<file path="config.mk">
export PLATFORM = sky130hd
export DESIGN_NAME = avalon_mm_master_flat
export DESIGN_NICKNAME = d
export VERILOG_FILES = /design/src/rtl/avalon_mm_master_if.sv /design/src/rtl/avalon_mm_master.sv /design/src/flat_wrapper.sv
export SDC_FILE = /design/constraint.sdc
export NUM_CORES = 1
export LEC_CHECK = 0
export BUFFER_PORTS_ARGS = -buffer_cell sky130_fd_sc_hd__buf_2
export CORE_MARGIN = 5
export CORE_UTILIZATION = 45
export DETAILED_ROUTE_END_ITERATION = 16
export PLACE_DENSITY = 0.85
export SETUP_SLACK_MARGIN = 0.2
export SYNTH_ARGS = -nofsm -noshare
export SYNTH_HDL_FRONTEND = slang
export SYNTH_SLANG_ARGS = --single-unit
</file>
<file path="constraint.sdc">
create_clock -name i_clk -period 2 [get_ports i_clk]
set_input_delay 0.2 -clock i_clk [delete_from_list [all_inputs] [get_ports i_clk]]
set_output_delay 0.2 -clock i_clk [all_outputs]
set_load 0.05 [all_outputs]
</file>
<file path="src/rtl/avalon_mm_master_if.sv">
// Command, response and Avalon-MM bus signals between the sequencer, the master and the slave.
// The master modport is the initiator's view; the slave modport is the sequencer + slave side.
interface avalon_mm_master_if #(
    parameter int DW = 32,
    parameter int N  = DW / 8,
    parameter int AW = 32
);
    logic          cmd_valid;
    logic          cmd_ready;
    logic          cmd_write;
    logic [AW-1:0] cmd_addr;
    logic [DW-1:0] cmd_wdata;
    logic [N-1:0]  cmd_byteen;
    logic          rsp_valid;
    logic [DW-1:0] rsp_rdata;
    logic          rsp_error;
    logic [AW-1:0] address;
    logic          chipselect;
    logic          read;
    logic          write;
    logic [DW-1:0] writedata;
    logic [N-1:0]  byteenable;
    logic [DW-1:0] readdata;
    logic          waitrequest;

    modport master (
        input  cmd_valid, cmd_write, cmd_addr, cmd_wdata, cmd_byteen, readdata, waitrequest,
        output cmd_ready, rsp_valid, rsp_rdata, rsp_error,
        output address, chipselect, read, write, writedata, byteenable
    );

    modport slave (
        output cmd_valid, cmd_write, cmd_addr, cmd_wdata, cmd_byteen, readdata, waitrequest,
        input  cmd_ready, rsp_valid, rsp_rdata, rsp_error,
        input  address, chipselect, read, write, writedata, byteenable
    );
endinterface

</file>
<file path="src/rtl/avalon_mm_master.sv">
// Avalon-MM initiator: one command in flight, waitrequest-aware, with a bus-cycle timeout
// that aborts a stuck transfer and reports it through rsp_error.
//
// state    | meaning
// S_IDLE   | bus quiet, cmd_ready=1 (except first cycle after reset)
// S_ACCESS | transfer on the bus, waiting for waitrequest=0 or timeout
module avalon_mm_master #(
    parameter int DW      = 32,
    parameter int N       = DW / 8,
    parameter int AW      = 32,
    parameter int TIMEOUT = 64
) (
    input  logic                i_clk,
    input  logic                i_rst_n,
    avalon_mm_master_if.master  bus
);
    typedef enum logic {S_IDLE, S_ACCESS} state_t;

    localparam int CW = (TIMEOUT > 0) ? $clog2(TIMEOUT + 1) : 1;
    localparam logic [CW-1:0] CNT_LAST = CW'((TIMEOUT > 0) ? TIMEOUT - 1 : 0);

    state_t        r_state, w_state;
    logic [CW-1:0] r_cnt, w_cnt;
    logic          r_cmd_ready, w_cmd_ready;
    logic          r_cs, w_cs;
    logic          r_rd, w_rd;
    logic          r_wr, w_wr;
    logic [AW-1:0] r_addr, w_addr;
    logic [DW-1:0] r_wdata, w_wdata;
    logic [N-1:0]  r_be, w_be;
    logic          r_rsp_valid, w_rsp_valid;
    logic [DW-1:0] r_rsp_rdata, w_rsp_rdata;
    logic          r_rsp_error, w_rsp_error;

    always_ff @(posedge i_clk or negedge i_rst_n) begin
        if (!i_rst_n) begin
            r_state     <= S_IDLE;
            r_cnt       <= '0;
            r_cmd_ready <= 1'b0;
            r_cs        <= 1'b0;
            r_rd        <= 1'b0;
            r_wr        <= 1'b0;
            r_addr      <= '0;
            r_wdata     <= '0;
            r_be        <= '0;
            r_rsp_valid <= 1'b0;
            r_rsp_rdata <= '0;
            r_rsp_error <= 1'b0;
        end else begin
            r_state     <= w_state;
            r_cnt       <= w_cnt;
            r_cmd_ready <= w_cmd_ready;
            r_cs        <= w_cs;
            r_rd        <= w_rd;
            r_wr        <= w_wr;
            r_addr      <= w_addr;
            r_wdata     <= w_wdata;
            r_be        <= w_be;
            r_rsp_valid <= w_rsp_valid;
            r_rsp_rdata <= w_rsp_rdata;
            r_rsp_error <= w_rsp_error;
        end
    end

    always_comb begin
        w_state     = r_state;
        w_cnt       = r_cnt;
        w_cmd_ready = 1'b0;
        w_cs        = r_cs;
        w_rd        = r_rd;
        w_wr        = r_wr;
        w_addr      = r_addr;
        w_wdata     = r_wdata;
        w_be        = r_be;
        w_rsp_valid = 1'b0;
        w_rsp_rdata = r_rsp_rdata;
        w_rsp_error = r_rsp_error;
        case (r_state)
            S_IDLE: begin
                if (bus.cmd_valid && r_cmd_ready) begin
                    w_state = S_ACCESS;
                    w_cnt   = '0;
                    w_cs    = 1'b1;
                    w_rd    = ~bus.cmd_write;
                    w_wr    = bus.cmd_write;
                    w_addr  = bus.cmd_addr;
                    w_wdata = bus.cmd_wdata;
                    w_be    = bus.cmd_byteen;
                end else begin
                    w_cmd_ready = 1'b1;
                    w_cs        = 1'b0;
                    w_rd        = 1'b0;
                    w_wr        = 1'b0;
                    w_addr      = '0;
                    w_wdata     = '0;
                    w_be        = '0;
                end
            end
            S_ACCESS: begin
                // Completion and abort both drop the bus and re-open cmd_ready together
                // with rsp_valid, giving exactly one idle bus cycle between transfers.
                if (!bus.waitrequest || ((TIMEOUT != 0) && (r_cnt == CNT_LAST))) begin
                    w_state     = S_IDLE;
                    w_cmd_ready = 1'b1;
                    w_cs        = 1'b0;
                    w_rd        = 1'b0;
                    w_wr        = 1'b0;
                    w_addr      = '0;
                    w_wdata     = '0;
                    w_be        = '0;
                    w_rsp_valid = 1'b1;
                    w_rsp_error = bus.waitrequest;
                    w_rsp_rdata = (!bus.waitrequest && r_rd) ? bus.readdata : '0;
                end else begin
                    w_cnt = r_cnt + 1'b1;
                end
            end
            default: w_state = S_IDLE;
        endcase
    end

    assign bus.cmd_ready  = r_cmd_ready;
    assign bus.chipselect = r_cs;
    assign bus.read       = r_rd;
    assign bus.write      = r_wr;
    assign bus.address    = r_addr;
    assign bus.writedata  = r_wdata;
    assign bus.byteenable = r_be;
    assign bus.rsp_valid  = r_rsp_valid;
    assign bus.rsp_rdata  = r_rsp_rdata;
    assign bus.rsp_error  = r_rsp_error;
endmodule
</file>
<file path="src/flat_wrapper.sv">
// flat-port wrapper written by rule: the top's interface ports become plain ports
module avalon_mm_master_flat 
#(
    parameter int DW      = 32,
    parameter int N       = DW / 8,
    parameter int AW      = 32,
    parameter int TIMEOUT = 64
)
  (i_clk, i_rst_n, bus_cmd_valid, bus_cmd_write, bus_cmd_addr, bus_cmd_wdata, bus_cmd_byteen, bus_readdata, bus_waitrequest, bus_cmd_ready, bus_rsp_valid, bus_rsp_rdata, bus_rsp_error, bus_address, bus_chipselect, bus_read, bus_write, bus_writedata, bus_byteenable);
  avalon_mm_master_if #(.DW(DW), .N(N), .AW(AW)) bus_i ();
  input  logic i_clk;
  input  logic i_rst_n;
  input wire logic [$bits(bus_i.cmd_valid)-1:0] bus_cmd_valid;
  input wire logic [$bits(bus_i.cmd_write)-1:0] bus_cmd_write;
  input wire logic [$bits(bus_i.cmd_addr)-1:0] bus_cmd_addr;
  input wire logic [$bits(bus_i.cmd_wdata)-1:0] bus_cmd_wdata;
  input wire logic [$bits(bus_i.cmd_byteen)-1:0] bus_cmd_byteen;
  input wire logic [$bits(bus_i.readdata)-1:0] bus_readdata;
  input wire logic [$bits(bus_i.waitrequest)-1:0] bus_waitrequest;
  output wire logic [$bits(bus_i.cmd_ready)-1:0] bus_cmd_ready;
  output wire logic [$bits(bus_i.rsp_valid)-1:0] bus_rsp_valid;
  output wire logic [$bits(bus_i.rsp_rdata)-1:0] bus_rsp_rdata;
  output wire logic [$bits(bus_i.rsp_error)-1:0] bus_rsp_error;
  output wire logic [$bits(bus_i.address)-1:0] bus_address;
  output wire logic [$bits(bus_i.chipselect)-1:0] bus_chipselect;
  output wire logic [$bits(bus_i.read)-1:0] bus_read;
  output wire logic [$bits(bus_i.write)-1:0] bus_write;
  output wire logic [$bits(bus_i.writedata)-1:0] bus_writedata;
  output wire logic [$bits(bus_i.byteenable)-1:0] bus_byteenable;
  assign bus_i.cmd_valid = bus_cmd_valid;
  assign bus_i.cmd_write = bus_cmd_write;
  assign bus_i.cmd_addr = bus_cmd_addr;
  assign bus_i.cmd_wdata = bus_cmd_wdata;
  assign bus_i.cmd_byteen = bus_cmd_byteen;
  assign bus_i.readdata = bus_readdata;
  assign bus_i.waitrequest = bus_waitrequest;
  assign bus_cmd_ready = bus_i.cmd_ready;
  assign bus_rsp_valid = bus_i.rsp_valid;
  assign bus_rsp_rdata = bus_i.rsp_rdata;
  assign bus_rsp_error = bus_i.rsp_error;
  assign bus_address = bus_i.address;
  assign bus_chipselect = bus_i.chipselect;
  assign bus_read = bus_i.read;
  assign bus_write = bus_i.write;
  assign bus_writedata = bus_i.writedata;
  assign bus_byteenable = bus_i.byteenable;
  avalon_mm_master #(.DW(DW), .N(N), .AW(AW), .TIMEOUT(TIMEOUT)) u_core (.i_clk(i_clk), .i_rst_n(i_rst_n), .bus(bus_i));
endmodule
</file>
==> After elaboration in Yosys (flattened, before gate mapping) <==
Cells that the tools add are included.
{ "word_totals": {"ff_bits": 114, "in_bits": 105, "output_inout_bits": 106, "wordCells": 50} }
{ "classes": {"addsub": 1, "n_eq_ne": 4, "n_mux": 25, "bitwise_logic": 2, "reduce_logical": 6} }
{ "ops": {"columns": ["op", "count"], "rows": [
  ["$mux 32", 4],
  ["$pmux 32 s2", 2],
  ["$mux 7", 2],
  ["$pmux 7 s2", 1],
  ["$pmux 1 s2", 5],
  ["$mux 1", 8],
  ["$mux 4", 2],
  ["$pmux 4 s2", 1],
  ["$add 7x1->7 const B", 1],
  ["$eq 7x6->1 const B", 1],
  ["$ne 2x2->1 const B", 2],
  ["$reduce_and 2->1", 2],
  ["$logic_and 1x1->1", 2],
  ["$ne 2x1->1 const B", 1],
  ["$not 1->1", 2],
  ["$logic_not 1->1", 1],
  ["$logic_or 1x1->1", 1]
]} }

==> Depth between registers and ports, before layout <==
Gate-level depths: netlist (run 1).
{ "logic_depth": {"ltp_word": 4, "mapped_depth": 6, "depth_no_buf": 5} }

==> Least setup slack after synthesis (run 1) <==
Ideal clock, no wire load.
{ "synth_timing": {"path_type": "register -> register", "startpoint": "register u_core.r_cnt[0]", "endpoint": "register u_core.r_rd, in the netlist u_core.bus.read", "setup_ns": 0.083, "arrival_ns": 1.520, "required_ns": 1.917, "setup_slack_ns": 0.397, "stages_incl_launch_ff": 7, "path_buffers": 1, "synth_period_minus_slack_ns": 1.603, "path_cell_list": "dfrtp_1 > ha_1 > and4_1 > a21oi_2 > buf_4 > nand2_1 > o21ai_0"} }
{ "synth_via": {"elab_chain_cells": 3} }
{ "synth_rtl": {"columns": ["element", "line_no", "source"], "rows": [
  ["from (decl)", "avalon_mm_master.sv:23", "logic [CW-1:0] r_cnt, w_cnt;"],
  ["from (signal assigned)", "avalon_mm_master.sv:51", "r_cnt <= w_cnt;"],
  ["$eq 7x6->1", "avalon_mm_master.sv:102", "if (!bus.waitrequest || ((TIMEOUT != 0) && (r_cnt == CNT_LAST))) begin"],
  ["$logic_or 1x1->1", "avalon_mm_master.sv:102", null],
  ["$ne 2x2->1 (no source line)", null, null],
  ["to (signal assigned)", "avalon_mm_master.sv:54", "r_rd <= w_rd;"],
  ["to (decl)", "avalon_mm_master.sv:26", "logic r_rd, w_rd;"]
]} }
Every way passes these cells.
A chain may end at the register's enable or synchronous reset.

==> Worst setup path in the final report (run 1) <==
{ "layout_timing": {"startpoint": "register u_core.r_cnt[0]", "endpoint": "register u_core.r_cnt[3]"} }
{ "layout_via": {"elab_chain_cells": 4, "word_cells_on_any_way": 7, "classes_between": "1 x add/sub; 2 x eq/ne; 2 x mux; 2 x reduce/logical"} }
{ "layout_rtl": {"columns": ["element"], "rows": [
  ["parallel branches: the longest is 4 deep, another holds $add 7x1->7"]
]} }
Parallel ways; which one is timed is not known. The select of a mux whose other input is x is not followed.

==> reports/results.ini, run 1 <==
[clocking]
cts_root_buf = clkbuf_8
postCtsSetupBuffers = 0
htreeDepth = 4
numCtsBuffers = 17
path_clk_slew_ps = 60
cts_tree = yes
clk_path_buf_depth = 2
cts.sinks = 114
clock_latency_ps = 500

[sta]
finalSetupViolations = 0
fin_tns_setup_ps = 0
layout_min_cycle_time_ps = 1720
slew_headroom = 0.596
hold_violations = 0
finalCritPeriodShare = 0.860
clock_skew_ps = 8.27
slew_viol_final = 0
tightest_slew_ps = 605
rsz0062_at_grt = false
fmaxAchievable_mhz = 581

[floorplanning]
dieArea_um2 = 11400
io_pins = 211
row_count = 35
die_x_um = 107
dieHeight_um = 107
initial_core_util = 0.458
coreArea_um2 = 9150

[drt]
wirelength_um = 14100
avgRoutedWirePerCell_um = 19.3
dr.pass1.iters = 4
num_vias = 3992
vias_per_cell = 5.45
drtIter0Drc = 262
drc = 0
final_antenna_net_count = 0

[synth]
yosysSeqAreaShare = 0.680
avgSynthCellArea_um2 = 14.4
ys_async_sr_fraction = 1.00
syn_nets = 398
synth_area_um2 = 4200
synth_cells = 292
muxShareOfSynthArea = 0
ys.warnings.count = 0
synth_top_family_by_area = compound AO/OA/AOI/OAI gates
ys_types = 31
synth_edf_count = 0
ys.flop_type = dfrtp_1
synthSimpleGateAreaFrac = 0.0373
synth_xor_area_frac = 0
synth_fa_ha_area_frac = 0.00298
ys_ff_latch = 114
synth_compound_area_frac = 0.244

[power]
peakVddDrop_mv = 0.761
p_leak_uw = 0.00374
power.density_nw_per_um2 = 1400

[worst_setup_path]
crit_path_start_kind = flop
cp.required_ps = 2380
worstPathMaxFanout = 5
path_class = reg -> reg
cp.arrival_ps = 2100
end_kind = flop

[outcome]
status = finished clean

[grt]
globalRoute.totalOverflow = 0
grt_max_degree = 115
grt_usage = 0.258
grt_pass1_vias = 4385
antenna_found_initial = 0
grt_pass1_wl_um = 22600

[layout]
nNetsFinal = 715
final_area_um2 = 7000
n_fill_cell = 527
drive_above_1_share = 0.412
area_growth_syn_to_layout_pct = 66.9
diodes = 0

[hold_path]
hold_class = in -> reg

[placement]
place.gp.congestion = 0.830
port_buffers = 210
hpwlAfterDp_um = 7770
dpl-instance-area_um2 = 5350

[run]
drv_cap = 0

==> cells in the mapped netlist (all sizes together), types with 2 or more instances <==
cell type / instances / area, um^2
dfrtp: 114 / 2850
a21oi: 6 / 45.1
nand2: 12 / 45.0
buf: 16 / 110
nand3: 5 / 25.0
a22o: 103 / 902
o21ai: 5 / 25.0
inv: 4 / 15.0
clkbuf: 7 / 26.3
nor2: 2 / 7.51
nand4: 2 / 12.5
and3: 2 / 12.5
==> cell usage in the layout (no fill, tap or decap) <==
cell / Yosys / final
nand4_1: 2 / 2
nand4b_1: 1 / 1
o31ai_1: 1 / 1
o21ai_1: 2 / 1
a31o_2: 1 / 1
a21o_1: 1 / 1
nor2b_1: 1 / 1
and3_1: 2 / 2
clkbuf_8: 0 / 3
o21ai_2: 0 / 1
dfrtp_1: 114 / 114
o21ai_0: 3 / 3
a221o_1: 1 / 1
inv_1: 4 / 4
nand2_1: 12 / 12
nor3b_1: 1 / 1
nand3_1: 5 / 5
nand3b_1: 1 / 1
buf_6: 2 / 1
a22o_1: 103 / 103
clkbuf_16: 0 / 16
clkinvlp_4: 0 / 4
a21oi_4: 1 / 2
buf_2: 7 / 209
a21oi_1: 4 / 4
nand2b_1: 1 / 1
o41ai_1: 1 / 1
dlygate4sd3_1: 0 / 103
o21a_1: 1 / 1
bufinv_16: 0 / 3
nor2_1: 2 / 2
buf_4: 7 / 6
clkinv_4: 0 / 1
buf_12: 0 / 2
and3b_2: 0 / 1
inv_6: 0 / 5
ha_2: 0 / 1
and4_1: 1 / 1
==> worst max-delay path, cell delays in order (launching register included) <==
cell and delay, ps:
dfrtp_1 420, ha_2 230, and4_1 270, a21oi_1 310, nor2_1 110, a221o_1 270
==> final cells by class <==
type / count / area (um^2) / area share
sequential: 114 / 2850 / 0.408
timing repair buffer: 321 / 2170 / 0.310
multi-input combinational: 151 / 1210 / 0.172
clock buffer: 19 / 442 / 0.0631
clock inverter: 13 / 173 / 0.0247
tap: 111 / 139 / 0.0198
inverter: 4 / 15.0 / 0.00214
==> metrics by stage <==
step                setup WS, ps  total power (uW)  hold WS [ps]  std cells   util
floorplan                    397              5590         -95.6        292      -
global placement             345              6390           319        598  0.584
detailed placement           269              6470           327        598  0.584
CTS                          254              9770          51.2        733  0.764
global route                 206             10200          60.5        733  0.765
finish                       280              9770          92.8        733  0.765
==> per-layer routing <==
metal  global-route usage  part of all wire
met1                0.289              0.38
met2                0.425              0.49
met3               0.0911             0.089
met4                0.147             0.044
met5                    0                 0
==> power breakdown <==
part / internal (uW) / total, uW / switching, uW / leakage (uW)
Sequential: 2810 / 3160 / 355 / 0.00154
Clock: 1980 / 3090 / 1100 / 0.000289
Combinational: 996 / 3520 / 2520 / 0.00192
Total: 5790 / 9770 / 3980 / 0.00374
==> sequential cells by signal, summed over array words and instances, names as in the netlist <==
name and cells:
u_core.bus.address 32, u_core.bus.rsp_rdata 32, u_core.bus.writedata 32, u_core.r_cnt 7, u_core.bus.byteenable 4, u_core.bus.chipselect 1, u_core.bus.cmd_ready 1, u_core.bus.read 1
u_core.bus.rsp_error 1, u_core.bus.rsp_valid 1, u_core.bus.write 1, u_core.r_state 1
==> timing repair <==
| action | CTS | global route |
|---|---|---|
| gates resized for setup | 0 | 3 |
| hold buffers | 103 | 0 |
| endpoints found under the hold margin | 217 | 0 |
| setup endpoints to repair | 0 | 33 |
==> cells by family (layout without fill, tap and decap cells) <==
family          after synthesis  count (layout)
flops                       114             114
fa+ha+maj                     1               1
simple gates                 30              30
buf+inv                      27             357
compound gates              120             120
==> worst paths after layout <==
| kind | startpoint | slack (ps) | cells past startpoint | to |
|---|---|---|---|---|
| min in group asynchronous | i_rst_n | 310 | 3 | u_core.bus.rsp_rdata[27]$_DFFE_PN0P_ |
| min reg2reg | u_core.bus.chipselect$_DFFE_PN0P_ | 470 | 2 | u_core.bus.chipselect$_DFFE_PN0P_ |
| max | u_core.r_cnt[0]$_DFFE_PN0P_ | 280 | 5 | u_core.r_cnt[3]$_DFFE_PN0P_ |
| max in group asynchronous | i_rst_n | 1200 | 3 | u_core.r_cnt[0]$_DFFE_PN0P_ |
| max reg2reg | u_core.r_cnt[0]$_DFFE_PN0P_ | 280 | 5 | u_core.r_cnt[3]$_DFFE_PN0P_ |
| min | bus_waitrequest | 90 | 3 | u_core.r_cnt[2]$_DFFE_PN0P_ |
Power figures use the tool's default switching activity.
==> run 2, diff against run 1 <==
--- a/config.mk
+++ b/config.mk
@@ -7,9 +7,11 @@
 export LEC_CHECK = 0
 export BUFFER_PORTS_ARGS = -buffer_cell sky130_fd_sc_hd__buf_2
 export CORE_MARGIN = 5
-export CORE_UTILIZATION = 45
+export CORE_UTILIZATION = 47
+export CTS_BUF_LIST = sky130_fd_sc_hd__clkbuf_8
 export DETAILED_ROUTE_END_ITERATION = 16
-export PLACE_DENSITY = 0.85
+export MAX_ROUTING_LAYER = met4
+export PLACE_DENSITY = 0.88
 export SETUP_SLACK_MARGIN = 0.2
 export SYNTH_ARGS = -nofsm -noshare
 export SYNTH_HDL_FRONTEND = slang
==> run 2 against run 1 <==
Effect of this change:
- flip-flop and latch count unchanged
- sequential power about the same
- via count down 4.4%
- utilization down 0.91 points
- wire length down 6.6%
- maximum frequency up 1.8%
- first-iteration DRC count down 17%
- final cell count down 3.1%
- largest cell class unchanged
- clock power down 31%
- register-to-register slack better by 30 ps
- critical path depth up 1
==> reports/results.ini, run 2 (synthesized netlist as in run 1, its figures left out) <==
[outcome]
status = finished clean

[layout]
diodes = 0
n_fill_cell = 519
area_growth_syn_to_layout_pct = 57.1
drive_above_1_share = 0.425
nNetsFinal = 695
final_cell_mix = buf_2 (209), dfrtp_1 (114), a22o_1 (103), dlygate4sd3_1 (82), clkbuf_8 (17)
final_common_cell = buf_2

[worst_setup_path]
cp-startpoint = u_core.r_cnt[0]$_DFFE_PN0P_
cp.required_ps = 2290
r2r_slack_ps = 310
ff2ff_path_depth = 6
regToRegStartpoint = u_core.r_cnt[0]$_DFFE_PN0P_
r2r_end = u_core.bus.rsp_rdata[22]$_DFFE_PN0P_
path_class = reg -> reg
end_kind = flop
worstPathMaxFanout = 33
cp.arrival_ps = 1980
crit_path_start_kind = flop

[grt]
use_met1 = 0.297
use_met3 = 0.0782
busiest_layer = met2
grt_pass1_vias = 4098
grt_usage = 0.251
globalRoute.totalOverflow = 0
use_met2 = 0.411
grt_pass1_wl_um = 21300
grt_max_degree = 53
antenna_found_initial = 0

[hold_path]
hold_depth = 2
min_to = u_core.bus.writedata[19]$_DFFE_PN0P_
hold_start = bus_cmd_wdata[19]
hold_class = in -> reg

[power]
power.density_nw_per_um2 = 1330
peakVddDrop_mv = 0.675
p_leak_uw = 0.00357

[clocking]
cts.sinks = 114
path_clk_slew_ps = 70
clock_latency_ps = 420
clk_path_buf_depth = 2
cts_tree = yes
cts_root_buf = clkbuf_8
htreeDepth = 4
numCtsBuffers = 17

[sta]
clock_skew_ps = 13.8
slew_headroom = 0.682
finalCritPeriodShare = 0.845
slew_viol_final = 0
finalSetupViolations = 0
rsz0062_at_grt = false
layout_min_cycle_time_ps = 1690
fin_tns_setup_ps = 0
fmaxAchievable_mhz = 592
hold_violations = 0
hold_ws_ps = 21.1
tightest_slew_ps = 476

[floorplanning]
coreArea_um2 = 8720
row_count = 34
io_pins = 211
dieArea_um2 = 10900
dieHeight_um = 104
initial_core_util = 0.481
die_x_um = 104

[drt]
drtIter0Drc = 217
final_antenna_net_count = 0
drc = 0
dr.pass1.iters = 7
vias_per_cell = 5.38
num_vias = 3817
avgRoutedWirePerCell_um = 18.6
wirelength_um = 13200

[placement]
port_buffers = 210
hpwlAfterDp_um = 8090
place.gp.congestion = 0.842

[run]
drv_cap = 0

==> run 2: changes by cell type in the layout (fill, tap and decap cells not counted), moves of 2 or more <==
cell           delta
clkbuf_16        -16
clkbuf_8         +14
clkinv_4          +4
dlygate4sd3_1    -21
inv_6             -2
==> run 2: timing repair <==
| action | 4_1_cts | 5_1_grt |
|---|---|---|
| resized for setup | 0 | 4 |
| buffers inserted | 0 | 0 |
| endpoints found under the setup margin | 0 | 60 |
| hold buffers | 80 | 2 |
| hold endpoints to repair | 110 | 2 |
==> run 2: area by class of cell <==
class	count	area (um^2)	area share
sequential	114	2850	0.433
timing repair buffer	301	1990	0.301
multi-input combinational	151	1210	0.183
clock buffer	17	234	0.0355
clock inverter	15	161	0.0245
tap	108	135	0.0205
inverter	4	15.0	0.00228
==> run 2: power breakdown <==
| group | leakage [uW] | internal (uW) | total (uW) | switching [uW] |
|---|---|---|---|---|
| Sequential | 0.00154 | 2800 | 3140 | 337 |
| Clock | 0.000194 | 1120 | 2120 | 1000 |
| Combinational | 0.00184 | 992 | 3500 | 2510 |
==> run 2: how the worst max path moves through the flow <==
| stage | cells after the start | to | slack (ps) |
|---|---|---|---|
| final | 6 | u_core.bus.rsp_rdata[22]$_DFFE_PN0P_ | 310 |
| after global placement | 5 | u_core.r_cnt[3]$_DFFE_PN0P_ | 340 |
| after floorplan | 6 | u_core.bus.read$_DFFE_PN0P_ | 400 |
| after detailed placement | 5 | u_core.r_cnt[3]$_DFFE_PN0P_ | 260 |
| after global routing | 6 | u_core.bus.read$_DFFE_PN0P_ | 190 |
| after CTS | 5 | u_core.r_cnt[3]$_DFFE_PN0P_ | 250 |
==> run 2: stage by stage <==
| stage | util | power (uW) | area [um^2] | std cells | setup slack [ps] |
|---|---|---|---|---|---|
| floorplan | - | 5590 | 4200 | 292 | 397 |
| global placement | 0.615 | 6420 | 5360 | 596 | 344 |
| global route | 0.756 | 9140 | 6590 | 710 | 192 |
| CTS | 0.752 | 8780 | 6560 | 708 | 248 |
| detailed placement | 0.615 | 6500 | 5360 | 596 | 260 |
| finish | 0.756 | 8760 | 6590 | 710 | 311 |
==> run 2: worst max-delay path, stage by stage (launching register included) <==
cell and delay, ps:
dfrtp_1 410, ha_2 250, nand4_1 170, o21ai_1 190, nand2_1 90, buf_6 190
a22o_1 270
==> run 2: per-layer routing <==
layer | vias to the layer above | share of wire
li1 | 1711 | -
met1 | 1857 | 0.39
met2 | 214 | 0.52
met3 | 35 | 0.070
met4 | 0 | 0.024
met5 | - | 0
==> run 3, diff against run 2 <==
--- a/config.mk
+++ b/config.mk
@@ -5,13 +5,14 @@
 export SDC_FILE = /design/constraint.sdc
 export NUM_CORES = 1
 export LEC_CHECK = 0
+export ABC_AREA = 1
 export BUFFER_PORTS_ARGS = -buffer_cell sky130_fd_sc_hd__buf_2
 export CORE_MARGIN = 5
-export CORE_UTILIZATION = 47
+export CORE_UTILIZATION = 44
 export CTS_BUF_LIST = sky130_fd_sc_hd__clkbuf_8
 export DETAILED_ROUTE_END_ITERATION = 16
 export MAX_ROUTING_LAYER = met4
-export PLACE_DENSITY = 0.88
+export PLACE_DENSITY = 0.85
 export SETUP_SLACK_MARGIN = 0.2
 export SYNTH_ARGS = -nofsm -noshare
 export SYNTH_HDL_FRONTEND = slang
==> constraint.sdc (replaced) <==
create_clock -name i_clk -period 1.5 [get_ports i_clk]
set_input_delay 0.15 -clock i_clk [delete_from_list [all_inputs] [get_ports i_clk]]
set_output_delay 0.15 -clock i_clk [all_outputs]
set_load 0.05 [all_outputs]
==> run 3 against run 2 <==
Effect of this change:
- via count up 27%
- non-clock buffer count up 27
- largest power group unchanged
- wire length increased by 20%
- highest routed layer unchanged
- count of clock-buffer cells in the layout rose by 2
- worst setup slack got worse by 290 ps
==> reports/results.ini, run 3 <==
[outcome]
status = finished clean

[drt]
dr.pass1.iters = 5
num_vias = 4847
drc = 0
vias_per_cell = 4.97
avgRoutedWirePerCell_um = 16.2
drtIter0Drc = 536
wirelength_um = 15800
final_antenna_net_count = 0

[clocking]
cts_root_buf = clkbuf_8
path_clk_slew_ps = 70
numCtsBuffers = 17
cts_tree = yes
htreeDepth = 4
clk_path_buf_depth = 2
clock_latency_ps = 410
cts.sinks = 114

[sta]
finalSetupViolations = 0
tightest_slew_ps = 424
slew_viol_final = 0
hold_violations = 0
fmaxAchievable_mhz = 675
rsz0062_at_grt = true
clock_skew_ps = 10.2
hold_ws_ps = 21.7
slew_headroom = 0.717
layout_min_cycle_time_ps = 1480
finalCritPeriodShare = 0.988

[layout]
final_common_cell = buf_2
nNetsFinal = 932
n_fill_cell = 677
area_growth_syn_to_layout_pct = 67.9
diodes = 0
final_cell_mix = buf_2 (207), dfrtp_1 (112), nand2_1 (98), dlygate4sd3_1 (81), inv_1 (77)
final_util = 0.756
drive_above_1_share = 0.408

[worst_setup_path]
regToRegStartpoint = u_core.r_cnt[0]$_DFFE_PN0P_
cp-startpoint = u_core.r_cnt[0]$_DFFE_PN0P_
cp.arrival_ps = 1800
end_kind = flop
path_class = reg -> reg
crit_path_start_kind = flop
r2r_end = u_core.bus.address[20]$_DFFE_PN0P_
ff2ff_path_depth = 8
r2r_slack_ps = 20
worstPathMaxFanout = 13
cp.required_ps = 1820

[synth]
synth_area_um2 = 4630
ys_async_sr_fraction = 1.00
yosysSeqAreaShare = 0.617
synth_top_area_share = 0.617
synth_cells = 508
ys.flop_type = dfrtp_1
ys.warnings.count = 0
ys_ff_latch = 114
ys_types = 22
yosys-top-cells-count = nand2_1 (118), dfrtp_1 (114), inv_1 (77)
avgSynthCellArea_um2 = 9.11
synth_top_area_cell = dfrtp_1
syn_nets = 614
synth_area_leaders = dfrtp_1 (62%), nand2_1 (9.6%), o21ai_0 (8.1%), inv_1 (6.2%), nand3_1 (4.7%)
synth_edf_count = 0
synth_most_common_cell = nand2_1

[grt]
grt_usage = 0.234
globalRoute.totalOverflow = 0
grt_max_degree = 46
antenna_found_initial = 0
grt_pass1_vias = 4754
grt_pass1_wl_um = 23100

[power]
p_leak_uw = 0.00398
peakVddDrop_mv = 1.00
clkPwrFrac = 0.236
sequentialPowerShare = 0.336
p_sw_uw = 5240
p_int_uw = 6790
power.density_nw_per_um2 = 1550
p_sw_frac = 0.436
p_comb_frac = 0.428

[hold_path]
hold_start = bus_readdata[29]
hold_depth = 3
min_to = u_core.bus.rsp_rdata[29]$_DFFE_PN0P_
hold_class = in -> reg

[placement]
hpwlAfterDp_um = 8610
place.gp.congestion = 0.842
port_buffers = 210

[floorplanning]
dieArea_um2 = 12700
dieHeight_um = 113
io_pins = 211
coreArea_um2 = 10300
row_count = 37
initial_core_util = 0.450
die_x_um = 113

[run]
drv_cap = 0

==> run 3: cell count changes after synthesis, sizes merged, moves of 14 or more <==
cell    previous run  this run
nand2             12       121
a22o             103         0
o21ai              5       105
inv                4        78
nand3              5        44
clkbuf             7        21
==> run 3: stage by stage <==
stage	cell area [um^2]	instances	TNS (ps)	setup slack, ps	power [uW]
after floorplan	4680	508	0	45.0	6980
after global placement	5920	841	0	90.6	8060
after detailed placement	5920	841	0	18.0	8140
after CTS	7320	963	0	69.7	11500
after global routing	7770	975	-656	-66.1	12600
final	7770	975	0	18.4	12000
==> run 3: cell type report <==
| cell class | count | area, um^2 | area share |
|---|---|---|---|
| Clock buffer | 19 | 262 | 0.0337 |
| Clock inverter | 13 | 136 | 0.0176 |
| Inverter | 78 | 293 | 0.0377 |
| Multi-Input combinational cell | 287 | 1610 | 0.208 |
| Sequential cell | 114 | 2860 | 0.368 |
| Tap cell | 136 | 170 | 0.0219 |
| Timing Repair Buffer | 328 | 2440 | 0.314 |
==> run 3: kinds of logic after synthesis <==
logic type,after synthesis,synth area share
simple gates,175,0.158
buf+inv,107,0.0963
fa+ha+maj,1,0.00270
flops,114,0.617
xor+xnor,3,0.00568
compound gates,108,0.121
==> run 3: worst max path at each step <==
| stage | end | slack, ps | depth (start not counted) |
|---|---|---|---|
| 6_report | u_core.bus.address[20]$_DFFE_PN0P_ | 20 | 8 |
| 5_1_grt | u_core.bus.rsp_rdata[27]$_DFFE_PN0P_ | -70 | 9 |
| 4_1_cts | u_core.bus.rsp_rdata[23]$_DFFE_PN0P_ | 70 | 9 |
| 3_5_place_dp | u_core.bus.address[27]$_DFFE_PN0P_ | 20 | 7 |
| 3_3_place_gp | u_core.r_cnt[3]$_DFFE_PN0P_ | 90 | 8 |
| 2_1_floorplan | u_core.bus.rsp_error$_DFFE_PN0P_ | 40 | 10 |
==> run 3: per-layer routing <==
layer  vias to the layer above  track usage  part of all wire
met5                         -            -                 0
met4                         0       0.0970             0.035
li1                       2246            -                 -
met2                       267        0.390              0.51
met3                        49       0.0577             0.068
met1                      2285        0.272              0.39
==> run 3: power by group through the flow <==
stage	clock (uW)	sequential, uW	combinational [uW]
6_report	2840	4040	5150
5_1_grt	3040	4120	5440
4_1_cts	2890	3970	4640
3_5_place_dp	0	4020	4120
3_3_place_gp	0	4000	4060
2_1_floorplan	0	5890	1090
==> run 3: what timing repair did <==
| item | 4_1_cts | 5_1_grt |
|---|---|---|
| resized for setup | 58 | 77 |
| gates cloned | 3 | 9 |
| hold buffers | 79 | 2 |
| endpoints found under the setup margin | 113 | 114 |
| hold endpoints to repair | 131 | 2 |
| pin swaps | 1 | 3 |
| setup buffers | 8 | 1 |
==> run 3: worst max-delay path: stages (launching register included) <==
cell	delay [ps]
dfrtp_1	420
ha_4	190
nand2_4	60
nor2_4	40
nand2_4	70
nand3_4	100
buf_6	190
buf_16	150
o21ai_0	170
